## src/rtl/cntx_pkg.sv

```systemverilog
// ---------------------------------------------------------------------------
// cntx_pkg
// Shared definitions for the context-path output packer.
//   cntx_state_e : frame tracking state (SYNC until the first start-of-frame
//                  beat, then ACTIVE for the rest of the stream)
//   GROUPS       : beats per line for the default 3840-pixel, 4-lane geometry
//   pack_lanes() : border-masks the lanes and packs them with lane 0 in the
//                  most significant pixel slot of the result
// ---------------------------------------------------------------------------
package cntx_pkg;

   typedef enum logic [0:0] {
      ST_SYNC   = 1'b0,
      ST_ACTIVE = 1'b1
   } cntx_state_e;

   localparam int DEF_WIDTH             = 3840;
   localparam int DEF_SAMPLES_PER_CLOCK = 4;
   localparam int GROUPS                = DEF_WIDTH / DEF_SAMPLES_PER_CLOCK;

   // Upper bounds for the lane geometry handled by pack_lanes(). The caller
   // zero-fills unused lanes/bits and truncates the result to its tdata width.
   localparam int MAX_LANES = 16;
   localparam int MAX_BPP   = 16;
   localparam int PACK_W    = MAX_LANES * MAX_BPP;

   typedef logic [MAX_LANES-1:0][MAX_BPP-1:0] lane_vec_t;
   typedef logic [PACK_W-1:0]                 pack_vec_t;

   // Lane j (j < spc) lands at bits [bpp*(spc-j)-1 -: bpp] of the result;
   // a lane whose valid flag is low carries the border value instead.
   function automatic pack_vec_t pack_lanes(
      input lane_vec_t              pixels,
      input logic [MAX_LANES-1:0]   valid,
      input logic [MAX_BPP-1:0]     border,
      input int                     spc,
      input int                     bpp
   );
      pack_vec_t            r;
      logic [MAX_BPP-1:0]   lane;
      r = '0;
      for (int j = 0; j < MAX_LANES; j++) begin
         lane = valid[j] ? pixels[j] : border;
         for (int b = 0; b < MAX_BPP; b++) begin
            if (j < spc && b < bpp) begin
               r[bpp*(spc-1-j)+b] = lane[b];
            end
         end
      end
      return r;
   endfunction

endpackage

```

## src/rtl/axis_skid_buffer.sv

```systemverilog
// ---------------------------------------------------------------------------
// axis_skid_buffer
// Two-entry output stage: a main register that drives the stream and one
// skid register that absorbs a single beat while the main register is
// stalled. Beat order is preserved; nothing is dropped or duplicated.
//
// Handshake: a beat moves across an interface on a clock edge where both
// valid and ready are high. A source holding valid keeps its data stable
// until that edge. s_ready_o is a register (low in reset, high when the
// skid entry is empty), so it never depends combinationally on m_ready_i.
//
// Ports
//   clk_i, rst_ni      clock, asynchronous active-low reset
//   s_data_i/_valid_i  upstream beat, s_ready_o = skid entry free
//   m_data_o/_valid_o  downstream beat (main register), m_ready_i
// ---------------------------------------------------------------------------
module axis_skid_buffer #(
   parameter int DATA_W = 34
) (
   input  logic              clk_i,
   input  logic              rst_ni,
   input  logic [DATA_W-1:0] s_data_i,
   input  logic              s_valid_i,
   output logic              s_ready_o,
   output logic [DATA_W-1:0] m_data_o,
   output logic              m_valid_o,
   input  logic              m_ready_i
);

   logic [DATA_W-1:0] main_data_q, main_data_d;
   logic              main_valid_q, main_valid_d;
   logic [DATA_W-1:0] skid_data_q, skid_data_d;
   logic              skid_valid_q, skid_valid_d;
   logic              ready_q, ready_d;
   logic              in_fire;

   always_comb begin
      main_data_d  = main_data_q;
      main_valid_d = main_valid_q;
      skid_data_d  = skid_data_q;
      skid_valid_d = skid_valid_q;
      in_fire      = s_valid_i & ready_q;

      if (!main_valid_q || m_ready_i) begin
         // Main register is empty or handing off its beat this cycle.
         if (skid_valid_q) begin
            // The held beat is older than anything upstream; it goes first.
            main_data_d  = skid_data_q;
            main_valid_d = 1'b1;
            skid_valid_d = 1'b0;
         end else begin
            main_valid_d = in_fire;
            if (in_fire) begin
               main_data_d = s_data_i;
            end
         end
      end else if (in_fire) begin
         // Main is stalled: park the incoming beat in the skid entry.
         skid_data_d  = s_data_i;
         skid_valid_d = 1'b1;
      end

      ready_d = ~skid_valid_d;
   end

   always_ff @(posedge clk_i or negedge rst_ni) begin
      if (!rst_ni) begin
         main_data_q  <= '0;
         main_valid_q <= 1'b0;
         skid_data_q  <= '0;
         skid_valid_q <= 1'b0;
         ready_q      <= 1'b0;
      end else begin
         main_data_q  <= main_data_d;
         main_valid_q <= main_valid_d;
         skid_data_q  <= skid_data_d;
         skid_valid_q <= skid_valid_d;
         ready_q      <= ready_d;
      end
   end

   assign s_ready_o = ready_q;
   assign m_data_o  = main_data_q;
   assign m_valid_o = main_valid_q;

endmodule

```

## src/rtl/cntx_axis_packer.sv

```systemverilog
// ---------------------------------------------------------------------------
// cntx_axis_packer
// Re-assembles the context path output into an AXI4-Stream video beat:
// border lanes are replaced by BORDER_VALUE, lanes are packed with lane 0 in
// the top pixel slot, and the beat plus its tuser/tlast leaves through a
// two-entry skid buffer. Line length and frame height are tracked once the
// first start-of-frame beat has been seen and mismatches raise sticky flags.
//
// Ports
//   s_axis_aclk, s_axis_aresetn     clock, asynchronous active-low reset
//   in_pixels, in_pixel_valid       per-lane result pixels and valid flags
//   in_tvalid/tlast/tuser, in_tready input beat handshake and qualifiers
//   VIDEO_OUT_tdata/tvalid/tlast/tuser, VIDEO_OUT_tready  video output
//   err_clear                        synchronous clear of the error flags
//   line_len_err, frame_height_err   sticky error flags
//   dbg_state                        current frame tracking state
// ---------------------------------------------------------------------------
module cntx_axis_packer
   import cntx_pkg::*;
#(
   parameter int                        SAMPLES_PER_CLOCK = 4,
   parameter int                        BITS_PER_PIXEL    = 8,
   parameter int                        TDATA_WIDTH       = SAMPLES_PER_CLOCK * BITS_PER_PIXEL,
   parameter int                        N_CNTX            = 4,
   parameter int                        WIDTH             = 3840,
   parameter int                        HEIGHT            = 2160,
   parameter logic [BITS_PER_PIXEL-1:0] BORDER_VALUE      = '0,
   parameter int                        W_POSITION_WIDTH  = 10,
   parameter int                        H_POSITION_WIDTH  = 12
) (
   input  logic                                  s_axis_aclk,
   input  logic                                  s_axis_aresetn,
   input  logic [N_CNTX-1:0][BITS_PER_PIXEL-1:0] in_pixels,
   input  logic [N_CNTX-1:0]                     in_pixel_valid,
   input  logic                                  in_tvalid,
   input  logic                                  in_tlast,
   input  logic                                  in_tuser,
   output logic                                  in_tready,
   output logic [TDATA_WIDTH-1:0]                VIDEO_OUT_tdata,
   output logic                                  VIDEO_OUT_tvalid,
   output logic                                  VIDEO_OUT_tlast,
   output logic                                  VIDEO_OUT_tuser,
   input  logic                                  VIDEO_OUT_tready,
   input  logic                                  err_clear,
   output logic                                  line_len_err,
   output logic                                  frame_height_err,
   output cntx_state_e                           dbg_state
);

   localparam int SKID_W      = TDATA_WIDTH + 2;
   localparam int LINE_GROUPS = WIDTH / SAMPLES_PER_CLOCK;
   localparam logic [W_POSITION_WIDTH-1:0] LAST_X      = W_POSITION_WIDTH'(LINE_GROUPS - 1);
   localparam logic [H_POSITION_WIDTH-1:0] FRAME_LINES = H_POSITION_WIDTH'(HEIGHT);

   // ---------------- lane packing ----------------
   lane_vec_t              pix_wide;
   logic [MAX_LANES-1:0]   vld_wide;
   logic [TDATA_WIDTH-1:0] beat_tdata;

   // Only the first SAMPLES_PER_CLOCK lanes are packed; extra context lanes
   // are ignored.
   always_comb begin
      pix_wide = '0;
      vld_wide = '0;
      for (int j = 0; j < SAMPLES_PER_CLOCK; j++) begin
         pix_wide[j][BITS_PER_PIXEL-1:0] = in_pixels[j];
         vld_wide[j]                     = in_pixel_valid[j];
      end
   end

   assign beat_tdata = TDATA_WIDTH'(pack_lanes(pix_wide, vld_wide, MAX_BPP'(BORDER_VALUE),
                                                SAMPLES_PER_CLOCK, BITS_PER_PIXEL));

   // ---------------- output stage ----------------
   logic [SKID_W-1:0] skid_in, skid_out;
   logic              in_fire;

   assign skid_in = {in_tuser, in_tlast, beat_tdata};
   assign in_fire = in_tvalid & in_tready;

   axis_skid_buffer #(
      .DATA_W (SKID_W)
   ) u_skid (
      .clk_i     (s_axis_aclk),
      .rst_ni    (s_axis_aresetn),
      .s_data_i  (skid_in),
      .s_valid_i (in_tvalid),
      .s_ready_o (in_tready),
      .m_data_o  (skid_out),
      .m_valid_o (VIDEO_OUT_tvalid),
      .m_ready_i (VIDEO_OUT_tready)
   );

   assign VIDEO_OUT_tdata = skid_out[TDATA_WIDTH-1:0];
   assign VIDEO_OUT_tlast = skid_out[TDATA_WIDTH];
   assign VIDEO_OUT_tuser = skid_out[TDATA_WIDTH+1];

   // ---------------- frame FSM ----------------
   cntx_state_e state_q, state_d;
   logic        count_en;
   logic        height_chk;

   always_ff @(posedge s_axis_aclk or negedge s_axis_aresetn) begin
      if (!s_axis_aresetn) begin
         state_q <= ST_SYNC;
      end else begin
         state_q <= state_d;
      end
   end

   always_comb begin
      state_d = state_q;
      if (state_q == ST_SYNC && in_fire && in_tuser) begin
         state_d = ST_ACTIVE;
      end
   end

   // The start-of-frame beat that leaves SYNC is already counted as the
   // first beat of line 0, but there is no previous frame to check.
   always_comb begin
      count_en   = 1'b0;
      height_chk = 1'b0;
      case (state_q)
         ST_SYNC: begin
            count_en = in_fire & in_tuser;
         end
         ST_ACTIVE: begin
            count_en   = in_fire;
            height_chk = in_fire & in_tuser;
         end
         default: begin
            count_en   = 1'b0;
            height_chk = 1'b0;
         end
      endcase
   end

   assign dbg_state = state_q;

   // ---------------- position counters ----------------
   logic [W_POSITION_WIDTH-1:0] pos_x_q, pos_x_d, cur_x;
   logic [H_POSITION_WIDTH-1:0] pos_y_q, pos_y_d, base_y;
   logic                        len_set;
   logic                        height_set;

   always_comb begin
      pos_x_d    = pos_x_q;
      pos_y_d    = pos_y_q;
      len_set    = 1'b0;
      height_set = 1'b0;
      // A tuser beat always sits at position 0 of line 0.
      cur_x      = in_tuser ? '0 : pos_x_q;
      base_y     = in_tuser ? '0 : pos_y_q;

      if (count_en) begin
         if (in_tlast) begin
            len_set = (cur_x != LAST_X);
            pos_x_d = '0;
            pos_y_d = base_y + 1'b1;
         end else begin
            pos_y_d = base_y;
            if (cur_x == LAST_X) begin
               // Line overran: hold at the last slot until tlast shows up.
               len_set = 1'b1;
               pos_x_d = LAST_X;
            end else begin
               pos_x_d = cur_x + 1'b1;
            end
         end
      end

      height_set = height_chk & (pos_y_q != FRAME_LINES);
   end

   always_ff @(posedge s_axis_aclk or negedge s_axis_aresetn) begin
      if (!s_axis_aresetn) begin
         pos_x_q <= '0;
         pos_y_q <= '0;
      end else begin
         pos_x_q <= pos_x_d;
         pos_y_q <= pos_y_d;
      end
   end

   // ---------------- sticky error flags ----------------
   logic line_len_err_q, line_len_err_d;
   logic frame_height_err_q, frame_height_err_d;

   // A set event in the same cycle as err_clear wins.
   always_comb begin
      line_len_err_d     = len_set    ? 1'b1 : (err_clear ? 1'b0 : line_len_err_q);
      frame_height_err_d = height_set ? 1'b1 : (err_clear ? 1'b0 : frame_height_err_q);
   end

   always_ff @(posedge s_axis_aclk or negedge s_axis_aresetn) begin
      if (!s_axis_aresetn) begin
         line_len_err_q     <= 1'b0;
         frame_height_err_q <= 1'b0;
      end else begin
         line_len_err_q     <= line_len_err_d;
         frame_height_err_q <= frame_height_err_d;
      end
   end

   assign line_len_err     = line_len_err_q;
   assign frame_height_err = frame_height_err_q;

endmodule

```

## config.mk

```make
export PLATFORM = sky130hd
export DESIGN_NAME = cntx_axis_packer
export DESIGN_NICKNAME = d
export VERILOG_FILES = /design/src/rtl/cntx_pkg.sv /design/src/rtl/axis_skid_buffer.sv /design/src/rtl/cntx_axis_packer.sv
export SDC_FILE = /design/constraint.sdc
export NUM_CORES = 1
export LEC_CHECK = 0
export ABC_AREA = 1
export ABC_CLOCK_PERIOD_IN_PS = 2860
export CAP_MARGIN = 30
export CELL_PAD_IN_SITES_DETAIL_PLACEMENT = 1
export CELL_PAD_IN_SITES_GLOBAL_PLACEMENT = 2
export CORE_MARGIN = 4
export CORE_UTILIZATION = 33
export DETAILED_ROUTE_END_ITERATION = 10
export GPL_TIMING_DRIVEN = 0
export PLACE_DENSITY_LB_ADDON = 0.1
export SLEW_MARGIN = 20
export SYNTH_ARGS = -nofsm -noshare
export SYNTH_HDL_FRONTEND = slang
export SYNTH_SLANG_ARGS = --single-unit
```

## constraint.sdc

```tcl
create_clock -name s_axis_aclk -period 2.86 [get_ports s_axis_aclk]
set_clock_uncertainty 0.05 [all_clocks]
set_input_delay 0.715 -clock s_axis_aclk [delete_from_list [all_inputs] [get_ports s_axis_aclk]]
set_output_delay 0.715 -clock s_axis_aclk [all_outputs]
set_load 0.02 [all_outputs]
```

==> flow_metrics.tcl, run 1 <==
set metrics [dict create \
    grt_pass1_vias 4296 \
    synth_nets 590 \
    gr-total-overflow 0 \
    slew_violations 0 \
    rsz0062_at_grt "false" \
    detail_route.vias_per_cell 4.83 \
    ys_seq_area_share_pct 53.5 \
    final.period_utilization_pct 76.4 \
    area_growth_pct 28.4 \
    worstPathCellList "clkdlybuf4s50_1" \
    crit_buf_inv 1 \
    met1_usage_pct 20.8 \
    gp_congestion 0.779 \
    p_seq_share_pct 45.0 \
    drt_iter0_markers 168 \
    synth_edf_count 0 \
    dpl.hpwl_mm 9.36 \
    fmax_mhz 458 \
    cts_tree "yes" \
    place.port_buffers 76 \
    postCtsResizedCells 0 \
    crit_fanout 4 \
    required_ns 2.10 \
    startpoint "dbg_state" \
    synth_seq_cells 96 \
    comb_power_share_pct 26.5 \
    synth_cell_types 31 \
    startpoint_type "register" \
    clk_pin_slew_ns 0.07 \
    outcome "complete, no violations" \
    vias 3935 \
    drtAntennaViolNets 0 \
    internal-power_w 0.00270 \
    crit_family "buffers and inverters" \
    drc 0 \
    initial_core_util_pct 33.8 \
    rows 42 \
    cts.sink_count 96 \
    grt_pass1_wl_mm 21.6 \
    grt_max_degree 52 \
    final_common_cell "nand2_1" \
    cts_root_buffer "clkbuf_16" \
    hold_class "input pin to async pin" \
    arrival_ns 1.42 \
    fp.dieW_um 125 \
    detail_route.wirelength_mm 12.8 \
    busiest_layer "met2" \
    htree_levels 3 \
    cts_inserted_buffers 9 \
    yosys_most_used_dff "dfrtp_1" \
    pwr-share-clk_pct 28.4 \
    antenna_found_initial 0 \
    leakage_nw 2.68 \
    p_switching_w 0.00128 \
    finish.utilization_pct 43.4 \
    r2r_slack_ns 1.17 \
    final_cell_mix "192 x nand2_1, 103 x o21ai_0, 96 x dfrtp_1" \
    slew_headroom_pct 68.0 \
    grt_util_met3_pct 2.92 \
    finalSetupViolCount 0 \
    syn_inst 545 \
    nets 678 \
    wl_per_cell_um 15.7 \
    maxCapViolCount 0 \
    grt.total_usage_pct 17.0 \
    cp_slowest_cell "clkdlybuf4s50_1" \
    io_pins 82 \
    die_y_um 125 \
    cts_setup_buffers 0 \
    final_hold_viol_count 0 \
    yosys_warnings 0 \
    antenna_cells 0 \
    cpPeakStageDelay_ns 0.64 \
    avgSynthCellArea_um2 8.24 \
    netlist_area_mm2 0.00449 \
    clock_latency_ns 0.34 \
    switching_share_pct 32.2 \
    fp.coreArea_mm2 0.0133 \
    crit_type "register to primary output" \
    first_pass_iters 4 \
    grt_use_met2_pct 29.9 \
    setup.worst_path.end_class "primary output" \
    p_per_area_mw_per_mm2 691 \
    power_w 0.00399 \
    hold_buffers 0 \
    peakVddDrop_v 0.000271 \
    worstMarginPinSlew_ns 0.480 \
    clk_path_buf_depth 2 \
    period_needed_ns 2.18 \
    drive_above_1_share_pct 8.78 \
    dieArea_mm2 0.0155 \
    r2r-start "pos_x_q[0]" \
    synth-async-reset-ratio_pct 100 \
]
-- synth_stat cells, types with 2 or more instances --
| library cell | count | area [um2] |
|---|---|---|
| nand2_2 | 5 | 31.3 |
| buf_6 | 2 | 22.5 |
| o22ai_1 | 2 | 12.5 |
| clkbuf_1 | 9 | 33.8 |
| nor2_4 | 3 | 33.8 |
| inv_2 | 3 | 11.3 |
| ha_1 | 2 | 25.0 |
| nand3_2 | 3 | 30.0 |
| inv_1 | 33 | 124 |
| nand4_1 | 6 | 37.5 |
| xor2_1 | 6 | 52.6 |
| xnor2_1 | 2 | 17.5 |
| o21ai_0 | 103 | 515 |
| dfrtp_1 | 96 | 2400 |
| buf_2 | 13 | 65.1 |
| nand3_1 | 18 | 90.1 |
| nand2_1 | 192 | 721 |
| nor2_1 | 18 | 67.6 |
| nor3_1 | 2 | 10.0 |
| a21oi_1 | 2 | 10.0 |
| o21ai_1 | 3 | 15.0 |
| buf_1 | 4 | 15.0 |
| o211ai_1 | 4 | 30.0 |
| a31oi_1 | 2 | 12.5 |
| nor2_2 | 6 | 37.5 |
-- final cells by class --
cell class	count	area (um2)
fillers	1584	7530
well taps	176	220
multi-input cells	384	1810
flip-flops and latches	96	2400
clock inverters	4	20.0
inverters	37	144
clock buffers	12	246
plain buffers	28	136
repair buffers	77	790
-- metal layers --
metal	share of wire, %	vias up
li1	-	1930
met3	2.7	16
met5	0	-
met1	45	1939
met4	1.6	0
met2	51	50
-- metrics by stage --
stage / cell area [um2] / instances / hold slack (ns) / TNS, ns / worst slack (ns)
floorplan: 4490 / 545 / 0.369 / 0 / 0.902
global placement: 5470 / 797 / 0.412 / -276.76 / -2.89
detailed placement: 5500 / 798 / 0.419 / 0 / 0.436
CTS: 5770 / 814 / 0.259 / 0 / 0.648
global route: 5770 / 814 / 0.276 / 0 / 0.619
finish: 5770 / 814 / 0.243 / 0 / 0.676
-- worst paths after layout --
check,to,depth (start not counted)
max,dbg_state,1
min,u_skid.m_data_o[3],1
max reg2reg,pos_x_q[4],9
min reg2reg,u_skid.m_data_o[14],2
max in group asynchronous,pos_x_q[1],2
min in group s_axis_aclk,u_skid.m_data_o[14],2
-- flip-flops by register name, summed over array words and instances, names as in the netlist --
register and count:
line_len_err 1, dbg_state 1, frame_height_err 1, u_skid.m_data_o 34, u_skid.skid_valid_q 1, u_skid.m_valid_o 1, pos_x_q 10, u_skid.skid_data_q 34
pos_y_q 12, u_skid.s_ready_o 1
-- cell families after synthesis --
| logic type | count (synthesis) | share of synthesized area, % |
|---|---|---|
| DFF | 96 | 53.5 |
| and+or+nand+nor | 257 | 24.7 |
| adders and majority gates | 2 | 0.557 |
| AOI/OAI and AO/OA | 117 | 13.5 |
| xor gates and xnor gates | 8 | 1.56 |
| buffers and inverters | 65 | 6.24 |
-- power groups by stage --
stage	Combinational (W)	Sequential, W	Clock (W)
global placement	0.00105	0.00181	0
CTS	0.00108	0.00180	0.00117
floorplan	0.000385	0.00196	0
finish	0.00106	0.00180	0.00113
global route	0.00117	0.00183	0.00121
detailed placement	0.00108	0.00182	0
Power figures use the tool's default switching activity.
==> run 2: changes to the inputs <==
--- a/config.mk
+++ b/config.mk
@@ -6,12 +6,12 @@
 export NUM_CORES = 1
 export LEC_CHECK = 0
 export ABC_AREA = 1
-export ABC_CLOCK_PERIOD_IN_PS = 2860
+export ABC_CLOCK_PERIOD_IN_PS = 2200
 export CAP_MARGIN = 30
 export CELL_PAD_IN_SITES_DETAIL_PLACEMENT = 1
 export CELL_PAD_IN_SITES_GLOBAL_PLACEMENT = 2
 export CORE_MARGIN = 4
-export CORE_UTILIZATION = 33
+export CORE_UTILIZATION = 31
 export DETAILED_ROUTE_END_ITERATION = 10
 export GPL_TIMING_DRIVEN = 0
 export PLACE_DENSITY_LB_ADDON = 0.1
==> constraint.sdc (replaced) <==
create_clock -name s_axis_aclk -period 2.2 [get_ports s_axis_aclk]
set_clock_uncertainty 0.05 [all_clocks]
set_input_delay 0.55 -clock s_axis_aclk [delete_from_list [all_inputs] [get_ports s_axis_aclk]]
set_output_delay 0.55 -clock s_axis_aclk [all_outputs]
set_load 0.02 [all_outputs]
==> flow_metrics.tcl, run 2 (synthesis results as in run 1) <==
set metrics [dict create \
    arrival_ns 1.45 \
    grt.total_usage_pct 16.9 \
    place_area_mm2 0.00551 \
    grt_pass1_vias 4249 \
    clk_path_buf_depth 2 \
    final_hold_viol_count 0 \
    cts_tree "yes" \
    crit_type "register to primary output" \
    cpPeakStageDelay_ns 0.65 \
    detail_route.vias_per_cell 4.85 \
    dp.cells 802 \
    period_needed_ns 2.05 \
    setup.worst_path.end_class "primary output" \
    worstMarginPinSlew_ns 0.526 \
    rsz0062_at_grt "false" \
    finalSetupViolCount 0 \
    worstPathCellList "clkdlybuf4s50_1" \
    dpl.hpwl_mm 9.47 \
    final.period_utilization_pct 93.1 \
    p_per_area_mw_per_mm2 955 \
    drtAntennaViolNets 0 \
    cts.sink_count 96 \
    maxCapViolCount 0 \
    drive_above_1_share_pct 9.09 \
    clk_pin_slew_ns 0.07 \
    slew_headroom_pct 64.9 \
    fin_area_mm2 0.00586 \
    final_common_cell "nand2_1" \
    nets 678 \
    cts_setup_buffers 0 \
    cts_root_buffer "clkbuf_16" \
    postCtsResizedCells 0 \
    grt_max_degree 70 \
    vias 3964 \
    hold_class "input pin to async pin" \
    clock_latency_ns 0.35 \
    slew_violations 0 \
    htree_levels 3 \
    drc 0 \
    startpoint_type "register" \
    finalSetupTns_ns 0 \
    finalNonFillerCells 818 \
    initial_core_util_pct 32.0 \
    dieArea_mm2 0.0165 \
    cts_inserted_buffers 9 \
    rows 43 \
    wl_per_cell_um 16.1 \
    gr-total-overflow 0 \
    leakage_nw 2.71 \
    gp_congestion 0.762 \
    io_pins 82 \
    peakVddDrop_v 0.000390 \
    cp_slowest_cell "clkdlybuf4s50_1" \
    drt_iter0_markers 208 \
    hold_buffers 0 \
    antenna_found_initial 0 \
    detail_route.wirelength_mm 13.2 \
    fp.coreArea_mm2 0.0140 \
    first_pass_iters 4 \
    crit_fanout 4 \
    crit_buf_inv 1 \
    required_ns 1.60 \
    die_y_um 128 \
    fp.dieW_um 128 \
    final_cell_mix "192 x nand2_1, 103 x o21ai_0, 96 x dfrtp_1" \
    place.port_buffers 76 \
    fmax_mhz 488 \
    outcome "complete, no violations" \
    area_growth_pct 30.5 \
    crit_family "buffers and inverters" \
    antenna_cells 0 \
    finish.utilization_pct 41.8 \
    grt_pass1_wl_mm 22.1 \
]
-- run 2: per-stage QoR --
step | power (W) | setup WS (ns) | hold slack, ns
finish | 0.00560 | 0.151 | 0.0119
CTS | 0.00567 | 0.135 | 0.0159
detailed placement | 0.00378 | -0.0817 | 0.393
global route | 0.00592 | 0.101 | 0.0244
floorplan | 0.00305 | 0.407 | 0.204
global placement | 0.00373 | -3.38 | 0.411
-- run 2: cell type report --
cell class	instances	area, um2
buffer	28	136
inverter	37	144
multi-input combinational	384	1810
fill	1666	8180
clock inverter	5	103
tap	180	225
sequential	96	2400
clock buffer	11	253
timing repair buffer	77	790
-- run 2: metal layers --
metal	vias up	GRT usage (%)	share of wire (%)
li1	1936	-	-
met2	62	28.6	50
met5	-	0	0
met4	0	6.87	2.2
met3	19	3.15	3.4
met1	1947	21.3	44
-- run 2: path summary, 6_finish.rpt --
path,from,slack (ns),cells past startpoint,endpoint
max,dbg_state,0.15,1,dbg_state
min,s_axis_aresetn,0.01,1,u_skid.m_data_o[28]
max reg2reg,pos_x_q[0],0.49,9,line_len_err
min reg2reg,pos_x_q[8],0.43,2,pos_x_q[8]
max in group asynchronous,s_axis_aresetn,1.46,2,pos_y_q[5]
min in group s_axis_aclk,pos_x_q[8],0.43,2,pos_x_q[8]
-- run 2: where the power goes --
group	switching [W]	leakage, nW	internal (W)
clock network	0.000707	0.172	0.00117
registers	0.000207	1.25	0.00213
logic	0.000788	1.29	0.000598
total	0.00170	2.71	0.00390
-- run 2: worst register-to-register path, cell delays in order, from the launching register on --
cell and delay [ns]:
dfrtp_1 0.37, inv_1 0.06, nor2_1 0.13, ha_1 0.21
nand2_1 0.08, nor2_2 0.17, inv_2 0.06, nor2_4 0.14
nand3_2 0.21, o211ai_1 0.16
==> run 3: changes to the inputs <==
--- a/config.mk
+++ b/config.mk
@@ -14,7 +14,7 @@
 export CORE_UTILIZATION = 31
 export DETAILED_ROUTE_END_ITERATION = 10
 export GPL_TIMING_DRIVEN = 0
-export PLACE_DENSITY_LB_ADDON = 0.1
+export PLACE_DENSITY = 0.78
 export SLEW_MARGIN = 20
 export SYNTH_ARGS = -nofsm -noshare
 export SYNTH_HDL_FRONTEND = slang
==> flow_metrics.tcl, run 3 (synthesis results as in run 1) <==
set metrics [dict create \
    vias 3943 \
    cts_inserted_buffers 9 \
    r2r-start "pos_x_q[0]" \
    drt_iter0_markers 136 \
    fp.dieW_um 128 \
    comb_power_share_pct 26.4 \
    die_y_um 128 \
    finalSetupViolCount 0 \
    fmax_mhz 486 \
    pwr-share-clk_pct 29.2 \
    postCtsResizedCells 0 \
    antenna_cells 0 \
    r2r_slack_ns 0.47 \
    setup.worst_path.end_class "primary output" \
    clk_pin_slew_ns 0.07 \
    place_ws_ns -0.0530 \
    dpl.hpwl_mm 9.44 \
    grt.total_usage_pct 16.6 \
    htree_levels 3 \
    final.period_utilization_pct 93.6 \
    layout_setup_ws_ns 0.141 \
    cts_root_buffer "clkbuf_16" \
    r2r_end "line_len_err" \
    cpPeakStageDelay_ns 0.65 \
    area_growth_pct 29.1 \
    cts_tree "yes" \
    required_ns 1.60 \
    detail_route.wirelength_mm 13.0 \
    initial_core_util_pct 32.0 \
    ff2ff_path_depth 9 \
    final_hold_viol_count 0 \
    outcome "complete, no violations" \
    final_common_cell "nand2_1" \
    first_pass_iters 4 \
    hold_buffers 0 \
    grt_pass1_wl_mm 21.7 \
    final_cell_mix "192 x nand2_1, 103 x o21ai_0, 96 x dfrtp_1" \
    wl_per_cell_um 15.9 \
    switching_share_pct 32.3 \
    crit_family "buffers and inverters" \
    detail_route.vias_per_cell 4.82 \
    leakage_nw 2.68 \
    finalSetupTns_ns 0 \
    p_seq_share_pct 44.4 \
    hold_class "input pin to async pin" \
    rows 43 \
    worstSetupPathDepth 1 \
    io_pins 82 \
    internal-power_w 0.00356 \
    cts_setup_buffers 0 \
    nFillCells 1683 \
    grt_max_degree 62 \
    peakVddDrop_v 0.000347 \
    p_switching_w 0.00170 \
    power_w 0.00526 \
    grt_pass1_vias 4302 \
    crit_type "register to primary output" \
    p_per_area_mw_per_mm2 906 \
    crit_fanout 4 \
    gr-total-overflow 0 \
    arrival_ns 1.46 \
    antenna_found_initial 0 \
    worstMarginPinSlew_ns 0.532 \
    place.port_buffers 76 \
    slew_headroom_pct 64.6 \
    startpoint_type "register" \
    crit_buf_inv 1 \
    rsz0062_at_grt "false" \
    period_needed_ns 2.06 \
    slew_violations 0 \
    finish.utilization_pct 41.3 \
    drtAntennaViolNets 0 \
    fp.coreArea_mm2 0.0140 \
    maxCapViolCount 0 \
    gp_congestion 0.750 \
    clock_latency_ns 0.35 \
    drc 0 \
    drive_above_1_share_pct 9.09 \
    cp_slowest_cell "clkdlybuf4s50_1" \
    register_area_mm2 0.00240 \
    clk_path_buf_depth 2 \
    multi_input_area_mm2 0.00181 \
    cts.sink_count 96 \
    nets 678 \
    timing.hold.ws_ns 0.0377 \
    worstPathCellList "clkdlybuf4s50_1" \
    dieArea_mm2 0.0165 \
]
## run 3: cell count changes in the layout (fill, tap and decap cells not counted), sizes merged
cell,previous run,this run
bufinv,3,0
clkinv,1,2
inv,37,39
## run 3: power groups by stage
| stage | Sequential [W] | Combinational, W | Clock, W |
|---|---|---|---|
| global placement | 0.00235 | 0.00137 | 0 |
| CTS | 0.00234 | 0.00142 | 0.00160 |
| finish | 0.00233 | 0.00139 | 0.00154 |
| detailed placement | 0.00237 | 0.00142 | 0 |
| floorplan | 0.00255 | 0.000500 | 0 |
| global route | 0.00238 | 0.00154 | 0.00168 |
## run 3: layer usage
layer	up-vias	track usage (%)	part of all wire, %
met5	-	0	0
met4	0	4.43	1.4
met3	13	4.40	4.3
met2	63	28.2	50
met1	1931	20.8	44
li1	1936	-	-
## run 3: stage by stage
stage	cells	area (um2)
floorplan	545	4490
global placement	801	5480
detailed placement	802	5510
CTS	818	5800
global route	818	5800
finish	818	5800
## run 3: worst register-to-register path: cells and delay by family, from the launching register on
kind | cells | cell delay, ns
adder cells (fa/ha/maj) | 1 | 0.21
flip-flops | 1 | 0.37
buffers and inverters | 2 | 0.12
AND/OR/NAND/NOR | 5 | 0.71
AO/OA/AOI/OAI | 1 | 0.17
## run 3: layout make-up
cell class                 count  share of cell area [%]
tap                          180                    3.88
inverter                      37                    2.48
multi-input combinational    384                    31.2
buffer                        28                    2.35
timing repair buffer          77                    13.6
sequential                    96                    41.4
clock buffer                  11                    4.36
clock inverter                 5                   0.669
## run 3: worst max-delay path by stage
| stage | startpoint | endpoint |
|---|---|---|
| finish | dbg_state | dbg_state |
| global route | dbg_state | dbg_state |
| CTS | dbg_state | dbg_state |
| detailed placement | in_tvalid | line_len_err |
| global placement | s_axis_aresetn | pos_y_q[9] |
| floorplan | in_tuser | pos_x_q[8] |
